**config.mk**
```make
export PLATFORM = sky130hd
export DESIGN_NAME = stopwatch_ctrl
export DESIGN_NICKNAME = d
export VERILOG_FILES = /design/src/rtl/stopwatch_ctrl.sv
export SDC_FILE = /design/constraint.sdc
export NUM_CORES = 1
export LEC_CHECK = 0
export CORE_ASPECT_RATIO = 0.75
export CORE_MARGIN = 2
export CORE_UTILIZATION = 59
export DETAILED_ROUTE_END_ITERATION = 10
export HOLD_SLACK_MARGIN = 0.12
export PLACE_DENSITY = 0.78
export SETUP_SLACK_MARGIN = 0.3
export SLEW_MARGIN = 20
export SYNTH_ARGS = -nofsm -noshare
export SYNTH_HDL_FRONTEND = slang
export SYNTH_SLANG_ARGS = --single-unit
```
**constraint.sdc**
```tcl
create_clock -name new_clk -period 2.8 [get_ports new_clk]
set_input_delay 0.7 -clock new_clk [delete_from_list [all_inputs] [get_ports new_clk]]
set_output_delay 0.7 -clock new_clk [all_outputs]
set_load 0.05 [all_outputs]
```
**src/rtl/stopwatch_ctrl.sv**
```systemverilog
`timescale 1ns/1ps
// stopwatch_ctrl: button sync/debounce and IDLE/RUN/LAP/STOP sequencer.
// Build option AUTO_STOP_EN: freeze at 59:59.99 instead of wrapping.
module stopwatch_ctrl #(
  parameter int DEB_CYCLES  = 20,
  parameter int LONG_CYCLES = 1500
) (
  input  logic       new_clk,
  input  logic       rst,
  input  logic       start_stop,
  input  logic       lap_clear,
  input  logic       max_reached,
  output logic       run_en,
  output logic       cnt_clr,
  output logic       disp_hold,
  output logic       lap_capture,
  output logic [1:0] state
);

  typedef enum logic [1:0] {
    S_IDLE = 2'b00,
    S_RUN  = 2'b01,
    S_LAP  = 2'b10,
    S_STOP = 2'b11
  } state_t;

  localparam logic [7:0] DEB_LAST = 8'(DEB_CYCLES - 1);

  logic [1:0] btn;
  logic [1:0] sync1;
  logic [1:0] sync2;
  logic [1:0] deb;
  logic [1:0] deb_d;
  logic [1:0] press;
  logic [7:0] cnt [2];
  state_t     cur;
  state_t     nxt;
  logic       ss_ev;
  logic       lc_ev;
  logic       at_max;

  // bit 0 = start_stop, bit 1 = lap_clear; both active-low
  assign btn   = {lap_clear, start_stop};
  assign ss_ev = press[0];
  assign lc_ev = press[1];

`ifdef AUTO_STOP_EN
  assign at_max = max_reached;
  logic unused_cfg;
  assign unused_cfg = ^LONG_CYCLES;
`else
  assign at_max = 1'b0;
  logic unused_cfg;
  assign unused_cfg = max_reached ^ (^LONG_CYCLES);
`endif

  // Synchronize, debounce and turn each debounced fall into one pulse
  always_ff @(posedge new_clk or negedge rst) begin
    if (!rst) begin
      sync1  <= '1;
      sync2  <= '1;
      deb    <= '1;
      deb_d  <= '1;
      press  <= '0;
      cnt[0] <= '0;
      cnt[1] <= '0;
    end else begin
      sync1 <= btn;
      sync2 <= sync1;
      deb_d <= deb;
      press <= deb_d & ~deb;
      for (int i = 0; i < 2; i++) begin
        if (sync2[i] == deb[i]) begin
          cnt[i] <= '0;
        end else if (cnt[i] == DEB_LAST) begin
          deb[i] <= sync2[i];
          cnt[i] <= '0;
        end else begin
          cnt[i] <= cnt[i] + 8'd1;
        end
      end
    end
  end

  // Next state from press events; start_stop outranks lap_clear
  always_comb begin
    nxt = cur;
    unique case (cur)
      S_IDLE: begin
        if (ss_ev) nxt = S_RUN;
      end
      S_RUN: begin
        if (ss_ev)      nxt = S_STOP;
        else if (lc_ev) nxt = S_LAP;
      end
      S_LAP: begin
        if (ss_ev)      nxt = S_STOP;
        else if (lc_ev) nxt = S_RUN;
      end
      S_STOP: begin
        if (ss_ev && !at_max) nxt = S_RUN;
        else if (lc_ev)       nxt = S_IDLE;
      end
    endcase
    if (at_max && (cur == S_RUN || cur == S_LAP))
      nxt = S_STOP;
  end

  // State register with outputs registered from the next state
  always_ff @(posedge new_clk or negedge rst) begin
    if (!rst) begin
      cur         <= S_IDLE;
      run_en      <= 1'b0;
      cnt_clr     <= 1'b1;
      disp_hold   <= 1'b0;
      lap_capture <= 1'b0;
    end else begin
      cur         <= nxt;
      run_en      <= (nxt == S_RUN) || (nxt == S_LAP);
      cnt_clr     <= (nxt == S_IDLE);
      disp_hold   <= (nxt == S_LAP);
      lap_capture <= (cur == S_RUN) && (nxt == S_LAP);
    end
  end

  assign state = cur;

endmodule

```
==> run metrics <==
unique cell type count in the Yosys netlist=26; share of cells above drive strength 1=~17%; drt total wl=1960 um; largest family of logic cells by synthesized area=simple AND/OR/NAND/NOR gates; Worst EP required=between 2 and 2.5 ns; Inserted Clock Buffers=5; Synth Instances=roughly 110; number of synthesized register bits=32; Residual DRC=2; PnR Total Power=about 860 uW; Worst-Skew Late Latency=between 0.3 and 0.4 ns; # fillers=150; Starting Density=between 60% and 70%; hold-fix buffers at CTS=0; Critical Path Slowest Stage Cell=clkdlybuf4s50_1; Pins Over Slew Limit=0; postcts setup bufs=0; internal power=676 uW; PortBufs=9; Least-Margin Pin Slew=just under 0.5 ns; multi-input combinational cell area=498 um^2; VDD IR max=slightly above 600 uV; status=finished, violations left; post-route ant nets=0; TNS Setup=0 ns; Sinks on Clock Net=32; pwr dens=approximately 560 mW/mm^2; Crit path max-delay family=buffers and inverters; Die X=58.9 um; violated checks=DRC; FMAX=approximately 0.43 GHz; Final Hold Fails=0; crit path max fanout=1; initial antenna violation count=0; I/O pins=11; core area=between 0.002 and 0.0025 mm^2; minimum clock period=2.35 ns; gr ovfl total=0; sequential-to-total area share from yosys stat=approximately three fifths; wire per inst=roughly 13 um; flop-to-flop setup slack=approximately 1.3 ns; GP Congestion=around 0.80; clk slew on worst S/H paths=0.10 ns; Syn. warnings=0; placed wire-length estimate=between 1000 and 1500 um; nets@finish=between 100 and 150; CP Capture Type=primary output; Slew HR=66.8%; DRT iter0 DRCs=34; setup violators final=0; period utilization=approximately 84%; post-synthesis mux area share=between 1.5 and 2%; worst-case clock buffer depth=2; P_leak=~0.0007 uW; Worst Skew=about 0.014 ns; worst hold path type=flop to flop; H-tree depth=2; global-route wire length before repair=~3700 um; Overall Global Routing Usage=about a fifth; Post-Synth Simple-Gate Area=a little under a fifth; TritonCTS clock tree=done; Post-Synth Adder-Cell Area=under 10%; Die ar.=0.00266 mm^2; Sw Ratio=21.7%; Clk network pwr share=between 30 and 40%; register area=roughly 800 um^2; Mapped Area=0.00133 mm^2; Psw=around 190 uW; largest net degree at the start of global routing=33; chip height=around 45 um; vias per cell=approximately 5.6; RSZ-0062 raised after global routing=no; Crit path arrival time=between 1.5 and 2 ns; hold_ws=0.355 ns; via count=slightly below 900; Cell Chain, Critical Path=clkdlybuf4s50_1; syn avg cell area=around 12 um^2; XOR/XNOR Fraction of Synth Area=5.26%; vias in the first global route=860; TritonRoute pass-1 iters=7; Layout area overhead=15.6%; diode count=0; FP Rows=14; root buf cell=clkbuf_4; post-cts sizing count=0; Synth Area in Compound Gates=around 8%; Worst Setup Path Type=flop to primary output; Max stage delay on crit path=just under 0.8 ns; Reg power frac=~56%; Buffers & Inverters on Critical Path=1; Startpoint Class=flop; maxcap violations=0; Mapped Nets=approximately 120; Comb power frac=4.2%
==> power by group through the flow <==
stage                     combinational, uW  sequential (uW)  clock, uW
after global placement                 36.3              492          0
after global routing                   44.0              486        374
after floorplan                        19.6              491          0
final                                  36.4              484        342
after CTS                              37.4              484        350
after detailed placement               37.2              492          0
==> cell usage in the layout (no fill, tap or decap), types with 4 or more instances in the layout <==
master           instances
o21ai_0                  6
nor2_1                  12
dfrtp_1                 23
dfstp_2                  9
inv_1                    6
nand3_1                  8
ha_1                     4
clkbuf_4                 5
a21oi_1                  8
xor2_1                   5
clkdlybuf4s50_1          9
or3_1                    7
==> logic make-up (layout without fill, tap and decap cells) <==
logic type / count (synthesis) / in the layout
simple gates: 45 / 45
flops: 32 / 32
compound gates: 17 / 17
xor+xnor: 8 / 8
buf+inv: 6 / 24
fa+ha+maj: 4 / 4
mux: 2 / 2
==> synth_stat cells (all sizes together) <==
| cell type | number | share of area (%) |
|---|---|---|
| nand3 | 8 | 3.0 |
| or4 | 1 | 0.85 |
| nand2 | 3 | 0.85 |
| dfstp | 9 | 18 |
| a21oi | 8 | 3.0 |
| or2b | 1 | 0.66 |
| mux2 | 2 | 1.7 |
| nor4b | 1 | 0.66 |
| o31ai | 1 | 1.6 |
| or3 | 7 | 3.3 |
| nand2b | 2 | 0.94 |
| o21ai | 6 | 2.3 |
| nand4 | 2 | 0.94 |
| o211ai | 1 | 0.56 |
| inv | 6 | 1.7 |
| a31o | 1 | 0.66 |
| nor2b | 3 | 1.4 |
| dfrtp | 23 | 43 |
| nor2 | 12 | 3.4 |
| ha | 4 | 3.8 |
| and3 | 1 | 0.47 |
| xor2 | 5 | 3.3 |
| nor3 | 3 | 1.5 |
| and3b | 1 | 0.66 |
| xnor2 | 3 | 2.0 |
==> through the flow <==
stage	cell area (um^2)	util [%]	cells	worst slack (ns)
2_1_floorplan	1330	-	114	1.22
3_3_place_gp	1460	70.6	148	0.819
3_5_place_dp	1460	70.6	148	0.806
4_1_cts	1540	74.5	156	0.427
5_1_grt	1540	74.5	156	0.383
6_report	1540	74.5	156	0.449
==> cell type report <==
class / instances / area share [%]
clock buffers: 5 / 2.44
clock inverters: 3 / 2.76
inverters: 6 / 1.46
multi-input cells: 76 / 32.3
flip-flops and latches: 32 / 52.7
well taps: 24 / 1.95
repair buffers: 10 / 6.34
==> final timing paths <==
| kind | start | to | cells past startpoint |
|---|---|---|---|
| worst max-delay path | cnt_clr | cnt_clr | 1 |
| worst min-delay path | sync1[1] | sync2[1] | 0 |
| worst max register to register | cnt[8] | deb[0] | 4 |
| worst min register to register | sync1[1] | sync2[1] | 0 |
| max in group asynchronous | rst | sync1[1] | 2 |
| min in group asynchronous | rst | lap_capture | 2 |
==> routing by layer <==
layer	GRT usage [%]	part of all wire (%)	vias to the layer above
met4	9.09	1.0	0
met1	25.1	48	422
met5	0	0	-
li1	-	-	427
met2	29.6	46	17
met3	7.16	5.0	4
==> registers in the layout, indices dropped and copies added, names as in the netlist <==
register / flops
run_en: 1
sync2: 2
sync1: 2
lap_capture: 1
disp_hold: 1
cnt: 16
cnt_clr: 1
state: 2
press: 2
deb_d: 2
deb: 2
Note: power is estimated with default switching activity, not from simulation.
